$ cat config.mk
export PLATFORM = sky130hd
export DESIGN_NAME = float_to_twos
export DESIGN_NICKNAME = d
export VERILOG_FILES = /design/src/rtl/float_to_twos_pkg.sv /design/src/rtl/float_to_twos.sv
export SDC_FILE = /design/constraint.sdc
export NUM_CORES = 1
export LEC_CHECK = 0
export CORE_MARGIN = 2
export CORE_UTILIZATION = 50
export CTS_BUF_LIST = sky130_fd_sc_hd__clkbuf_8
export CTS_CLUSTER_DIAMETER = 60
export CTS_CLUSTER_SIZE = 28
export DETAILED_ROUTE_END_ITERATION = 8
export PLACE_DENSITY = 0.85
export SLEW_MARGIN = 10
export SYNTH_ARGS = -nofsm -noshare
export SYNTH_HDL_FRONTEND = slang
export SYNTH_SLANG_ARGS = --single-unit
$ cat constraint.sdc
create_clock -name clk -period 5.1 [get_ports clk]
set_input_delay 0.51 -clock clk [delete_from_list [all_inputs] [get_ports clk]]
set_output_delay 0.51 -clock clk [all_outputs]
set_load 0.01 [all_outputs]
$ cat src/rtl/float_to_twos_pkg.sv
// float_to_twos_pkg: shared widths, field positions and state encodings for the float code paths
package float_to_twos_pkg;
  localparam int FLOAT_W = 8;
  localparam int EXP_W = 3;
  localparam int SIG_W = 4;
  localparam int TC_W = 12;
  localparam int S_BIT = 7;
  localparam int E_HI = 6;
  localparam int E_LO = 4;
  localparam int F_HI = 3;
  localparam int F_LO = 0;
  typedef enum logic [1:0] {
    IDLE  = 2'd0,
    SHIFT = 2'd1,
    DONE  = 2'd2
  } state_t;
endpackage

$ cat src/rtl/float_to_twos.sv
// float_to_twos: iterative decoder of an 8-bit {S,E,F} float code into a TC_W-bit two's complement value
module float_to_twos
  import float_to_twos_pkg::*;
(
  input  logic               clk,
  input  logic               rst,
  input  logic               in_valid,
  output logic               in_ready,
  input  logic [FLOAT_W-1:0] float_in,
  output logic               out_valid,
  input  logic               out_ready,
  output logic [TC_W-1:0]    two_comp
);
  state_t state, state_n;
  logic [TC_W-1:0] mag;
  logic [EXP_W-1:0] cnt;
  logic sgn;
  assign in_ready = state == IDLE;
  assign out_valid = state == DONE;
  always_comb begin
    state_n = state == IDLE  ? (in_valid ? SHIFT : IDLE) :
              state == SHIFT ? (cnt == '0 ? DONE : SHIFT) :
              state == DONE  ? (out_ready ? IDLE : DONE) : IDLE;
  end
  always_ff @(posedge clk) begin
    if (rst) begin
      state <= IDLE;
      mag <= '0;
      cnt <= '0;
      sgn <= 1'b0;
      two_comp <= '0;
    end else begin
      state <= state_n;
      if (state == IDLE && in_valid) begin
        sgn <= float_in[S_BIT];
        cnt <= float_in[E_HI:E_LO];
        mag <= TC_W'(float_in[F_HI:F_LO]);
      end
      if (state == SHIFT && cnt != '0) begin
        mag <= mag << 1;
        cnt <= cnt - 1'b1;
      end
      // negating a zero magnitude yields zero, so negative zero never appears
      if (state == SHIFT && cnt == '0)
        two_comp <= sgn ? -mag : mag;
    end
  end
endmodule

==> results.sh, run 1 <==
export IMPL_rows=19
export IMPL_finalCritPeriodShare_pct=48.0
export IMPL_yosysSeqAreaShare_pct=43.2
export IMPL_ant_nets=0
export IMPL_hold_path_end="two_comp[0]"
export IMPL_hold_viol=0
export IMPL_maxSlewViolCount=0
export IMPL_rsz0062_at_grt="false"
export IMPL_die_height_um=56.8
export IMPL_multi_input_area_um2=731
export IMPL_fin_hold_ws_ns=0.466
export IMPL_layout_setup_ws_ns=2.65
export IMPL_nFillCells=234
export IMPL_syn_to_final_growth_pct=26.0
export IMPL_arrival_ns=2.58
export IMPL_io_buffers=25
export IMPL_antenna_found_initial=0
export IMPL_dp_slack_ns=2.59
export IMPL_synth_warnings=0
export IMPL_placed_area_um2=1640
export IMPL_fmax_ghz=0.409
export IMPL_grt_pass1_vias=1157
export IMPL_required_ns=5.23
export IMPL_hold_depth=2
export IMPL_die_w_um=56.8
export IMPL_power_leakage_nw=0.628
export IMPL_initial_core_util_pct=51.3
export IMPL_status="complete, no violations"
export IMPL_met1_usage_pct=23.8
export IMPL_clock_sinks=30
export IMPL_cts_setup_buffers=0
export IMPL_design_area_um2=1750
export IMPL_gr_usage_met3_pct=5.07
export IMPL_synth_nets=168
export IMPL_fin_crit_ns=2.45
export IMPL_finalClockSkew_ns=0.00728
export IMPL_core_area_um2=2710
export IMPL_yosys_register_bits=30
export IMPL_grt_max_degree=30
export IMPL_routed_wl_um=3000
export IMPL_max_vdd_ir_drop_uv=246
export IMPL_n_antenna_cell=0
export IMPL_ys_async_sr_fraction_pct=0
export IMPL_synth_ff_type="dfxtp_1"
export IMPL_met2_usage_pct=32.4
export IMPL_synthCells=153
export IMPL_drive_above_1_share_pct=8.47
export IMPL_dieArea_um2=3220
export IMPL_drt_iter0_drc=28
export IMPL_syn_area_per_cell_um2=9.09
export IMPL_htree_levels=2
export IMPL_drt_pass1_iterations=4
export IMPL_syn_area_um2=1390
export IMPL_clock_latency_ns=0.29
export IMPL_grt_use_total_pct=20.2
export IMPL_r2r_start="cnt[0]"
export IMPL_register_area_um2=601
export IMPL_place_hpwl_um=2080
export IMPL_worst_pin_slew_ns=1.02
export IMPL_path_max_fanout=16
export IMPL_grt_overflow_total=0
export IMPL_hold_path_class="register to register"
export IMPL_wl_per_cell_um=14.4
export IMPL_grt_first_pass_wirelength_um=5010
export IMPL_cap_violations=0
export IMPL_cts_made_buffers=5
export IMPL_synth_edf_count=0
export IMPL_grt_busiest_layer="met2"
export IMPL_ctsLongestPathBuffers=2
export IMPL_drc=0
export IMPL_io_pins=26
export IMPL_cts_clk_slew_worst_paths_ns=0.06
export IMPL_nNetsFinal=191
export IMPL_place_congestion=0.849
export IMPL_p_per_area_nw_per_um2=353
export IMPL_post_drt_via_cell_ratio=5.91
export IMPL_reg2reg_to="cnt[0]"
export IMPL_cts_resized=0
export IMPL_maxSlewHeadroom_pct=31.8
export IMPL_synth_cell_types=38
export IMPL_cts_root_buf="clkbuf_8"
export IMPL_crit_type="register to register"
export IMPL_fin_setup_tns_ns=0
export IMPL_endpoint_kind="register"
export IMPL_rrSetupSlack_ns=2.65
export IMPL_dr_total_vias=1230
export IMPL_worstRegToRegCells=7
export IMPL_cts_tree="built"
export IMPL_hold_buffers=0
export IMPL_crit_path_start_kind="register"
export IMPL_setup_viol=0
export IMPL_hp_start="two_comp[0]"
synthesized netlist by cell type (2+ instances only):
master     n  share of area, %
a211oi_1  14               7.6
a21oi_1    6               2.2
a22oi_1    8               4.3
buf_2      3               1.1
clkbuf_1   5               1.3
dfxtp_1   30                43
ha_1       3               2.7
inv_1      6               1.6
mux2i_1    4               2.9
nand2_1    5               1.3
nand2b_1   2              0.90
nor2_1    26               7.0
nor2b_1    2              0.90
nor3b_2    2               1.8
o21ai_0    4               1.4
o31ai_2    2               1.8
o41ai_1    2               1.3
or3_1      2              0.90
or4_1      2               1.1
xor2_1     7               4.4
state kept, by name, indices dropped and copies added (netlist names):
register / count
mag: 12
two_comp: 12
cnt: 3
state: 2
sgn: 1
through the flow:
step	std cells	utilization (%)	total power [mW]
after floorplan	153	-	0.353
after global placement	200	60.6	0.393
after detailed placement	200	60.6	0.399
after CTS	208	64.7	0.621
after global routing	208	64.7	0.646
final	208	64.7	0.618
layout by cell type, fill, tap and decap left out, types with 3 or more instances in the layout:
| cell | instances |
|---|---|
| dfxtp_1 | 30 |
| nor2_1 | 26 |
| clkdlybuf4s50_1 | 25 |
| a211oi_1 | 14 |
| a22oi_1 | 8 |
| clkbuf_8 | 8 |
| xor2_1 | 7 |
| inv_1 | 6 |
| a21oi_1 | 6 |
| nand2_1 | 5 |
| mux2i_1 | 4 |
| o21ai_0 | 4 |
| ha_1 | 3 |
per-layer routing:
metal / up-vias / wire length [um]
met4: 0 / 79
met2: 39 / 1440
met3: 10 / 147
met1: 574 / 1330
li1: 607 / -
met5: - / 0
cells by family after synthesis:
| kind of cell | count (synthesis) | synth area share, % |
|---|---|---|
| muxes | 5 | 3.69 |
| and+or+nand+nor | 50 | 18.8 |
| adders and majority gates | 3 | 2.70 |
| xor gates and xnor gates | 8 | 5.04 |
| DFF | 30 | 43.2 |
| buffers and inverters | 15 | 4.32 |
| AOI/OAI and AO/OA | 42 | 22.3 |
critical path: stages (launching register included):
cell,delay (ns)
dfxtp_1,0.35
inv_1,0.05
ha_1,0.19
ha_1,0.22
nor3b_2,0.74
nor2_1,0.35
a221oi_1,0.33
nor2_1,0.06
how the worst max path moves through the flow:
stage / startpoint / end / slack, ns / depth (start not counted)
after global placement: in_valid / cnt[0] / 2.66 / 5
after detailed placement: rst / two_comp[10] / 2.59 / 5
after CTS: cnt[0] / cnt[0] / 2.66 / 7
after global routing: cnt[0] / cnt[0] / 2.43 / 7
final: cnt[0] / cnt[0] / 2.65 / 7
after floorplan: cnt[0] / cnt[0] / 3.40 / 7
layout make-up:
| type | count | share of cell area, % |
|---|---|---|
| clock buffer | 8 | 6.28 |
| inverter | 6 | 1.28 |
| multi-input combinational | 108 | 41.7 |
| sequential | 30 | 34.3 |
| tap | 31 | 2.21 |
| timing repair buffer | 25 | 14.3 |
power breakdown:
group / switching (mW) / internal [mW] / leakage [nW] / total, mW
registers: 0.0165 / 0.253 / 0.244 / 0.270
logic: 0.0650 / 0.0600 / 0.326 / 0.125
clock network: 0.0876 / 0.136 / 0.0575 / 0.224
No activity file was read; power rests on OpenSTA's default activity.
==> run 2: changes to the inputs <==
clock period = 2.35 ns   (was 5.1 ns; I/O delays follow)
==> run 2 against run 1 <==
  * Flip-flop and latch count is the same
  * Critical path depth is the same
  * Core utilization grew 0.69 points
  * Power grew 110%
  * Sequential power grew 120%
  * Critical endpoint is now two_comp[10]
  * Highest routed layer unchanged
==> results.sh, run 2 (synthesis gave the netlist of run 1 again) <==
export IMPL_path_buf_inv=1
export IMPL_layout_setup_ws_ns=0.594
export IMPL_core_area_um2=2710
export IMPL_cts_setup_buffers=0
export IMPL_r2r_start="cnt[0]"
export IMPL_die_w_um=56.8
export IMPL_dp_slack_ns=0.610
export IMPL_setup_viol=0
export IMPL_worst_path_most_repeated_cell="ha_1"
export IMPL_finalClockSkew_ns=0.00642
export IMPL_nNetsFinal=196
export IMPL_routed_wl_um=3160
export IMPL_hold_buffers=0
export IMPL_rsz0062_at_grt="false"
export IMPL_maxSlewViolCount=0
export IMPL_crit_start="cnt[0]"
export IMPL_grt_overflow_total=0
export IMPL_cts_made_buffers=5
export IMPL_reg_top3="mag x12, two_comp x12, cnt x3"
export IMPL_antenna_found_initial=0
export IMPL_fmax_ghz=0.569
export IMPL_io_buffers=25
export IMPL_critPathMaxStageDelay_ns=0.45
export IMPL_design_area_um2=1770
export IMPL_place_congestion=0.865
export IMPL_syn_to_final_growth_pct=27.3
export IMPL_status="complete, no violations"
export IMPL_final_util_pct=65.4
export IMPL_cap_violations=0
export IMPL_place_hpwl_um=2250
export IMPL_drive_above_1_share_pct=10.4
export IMPL_fin_total_pwr_mw=1.29
export IMPL_grt_use_total_pct=20.9
export IMPL_endpoint_kind="register"
export IMPL_arrival_ns=1.96
export IMPL_cts_tree="built"
export IMPL_fin_hold_ws_ns=0.507
export IMPL_htree_levels=2
export IMPL_finalNonFillerCells=213
export IMPL_cts_resized=0
export IMPL_ctsLongestPathBuffers=2
export IMPL_fin_crit_ns=1.76
export IMPL_worst_pin_slew_ns=0.668
export IMPL_worstPathCellList="inv_1 -> ha_1 -> ha_1 -> and3b_1 -> nand4_1 -> mux2_2 -> o221ai_1"
export IMPL_final_common_cell="dfxtp_1"
export IMPL_crit_path_start_kind="register"
export IMPL_ant_nets=0
export IMPL_max_vdd_ir_drop_uv=587
export IMPL_power_leakage_nw=0.649
export IMPL_hold_viol=0
export IMPL_grt_max_degree=27
export IMPL_nFillCells=232
export IMPL_dieArea_um2=3220
export IMPL_drt_iter0_drc=29
export IMPL_finalCritPeriodShare_pct=74.7
export IMPL_cts_clk_slew_worst_paths_ns=0.06
export IMPL_clock_sinks=30
export IMPL_grt_first_pass_wirelength_um=5040
export IMPL_required_ns=2.55
export IMPL_placed_area_um2=1680
export IMPL_n_antenna_cell=0
export IMPL_drc=0
export IMPL_p_per_area_nw_per_um2=727
export IMPL_placed_cells=205
export IMPL_drt_pass1_iterations=4
export IMPL_slowest_stage="and3b_1"
export IMPL_hold_path_class="register to register"
export IMPL_fin_setup_tns_ns=0
export IMPL_dr_total_vias=1231
export IMPL_io_pins=26
export IMPL_hp_start="two_comp[0]"
export IMPL_rows=19
export IMPL_die_height_um=56.8
export IMPL_cts_root_buf="clkbuf_8"
export IMPL_mostFrequentLayoutCells="dfxtp_1 (30), nor2_1 (26), clkdlybuf4s50_1 (25)"
export IMPL_path_max_fanout=12
export IMPL_crit_family="simple AND/OR/NAND/NOR gates"
export IMPL_crit_type="register to register"
export IMPL_maxSlewHeadroom_pct=55.3
export IMPL_clock_latency_ns=0.28
export IMPL_post_drt_via_cell_ratio=5.78
export IMPL_wl_per_cell_um=14.8
export IMPL_grt_pass1_vias=1198
export IMPL_initial_core_util_pct=51.3
==> run 2: changes by cell type in the layout (fill, tap and decap cells not counted), sizes merged <==
| cell | previous run | this run |
|---|---|---|
| clkinv | 0 | 1 |
| inv | 6 | 7 |
| buf | 0 | 5 |
| clkbuf | 8 | 6 |
==> run 2: path summary, 6_finish.rpt <==
path	endpoint	slack (ns)	cells after the start
worst min register to register	two_comp[0]	0.51	2
worst min-delay path	two_comp[0]	0.51	2
worst max-delay path	two_comp[10]	0.59	7
worst max register to register	two_comp[10]	0.59	7
==> run 2: where the power goes <==
part | switching [mW] | internal [mW]
logic | 0.146 | 0.141
registers | 0.0367 | 0.549
clock network | 0.184 | 0.231
total | 0.367 | 0.921
==> run 2: cell type report <==
class | count | area, um^2 | area share (%)
sequential | 30 | 601 | 33.9
timing repair buffer | 30 | 288 | 16.2
clock buffer | 6 | 82.6 | 4.66
tap | 31 | 38.8 | 2.19
inverter | 6 | 22.5 | 1.27
clock inverter | 2 | 8.76 | 0.494
multi-input combinational | 108 | 731 | 41.2
==> run 2: metal layers <==
layer  vias to the layer above  GRT usage, %  part of all wire [%]
met2                        34          37.2                    50
met3                        11          8.06                   5.7
li1                        611             -                     -
met5                         -             0                     0
met4                         0          10.3                   2.5
met1                       575          21.1                    41
==> run 2: worst min-delay path, cell delays in order (launching register included) <==
cell     delay (ns)
dfxtp_1        0.31
nand2_1        0.07
a21oi_1        0.07
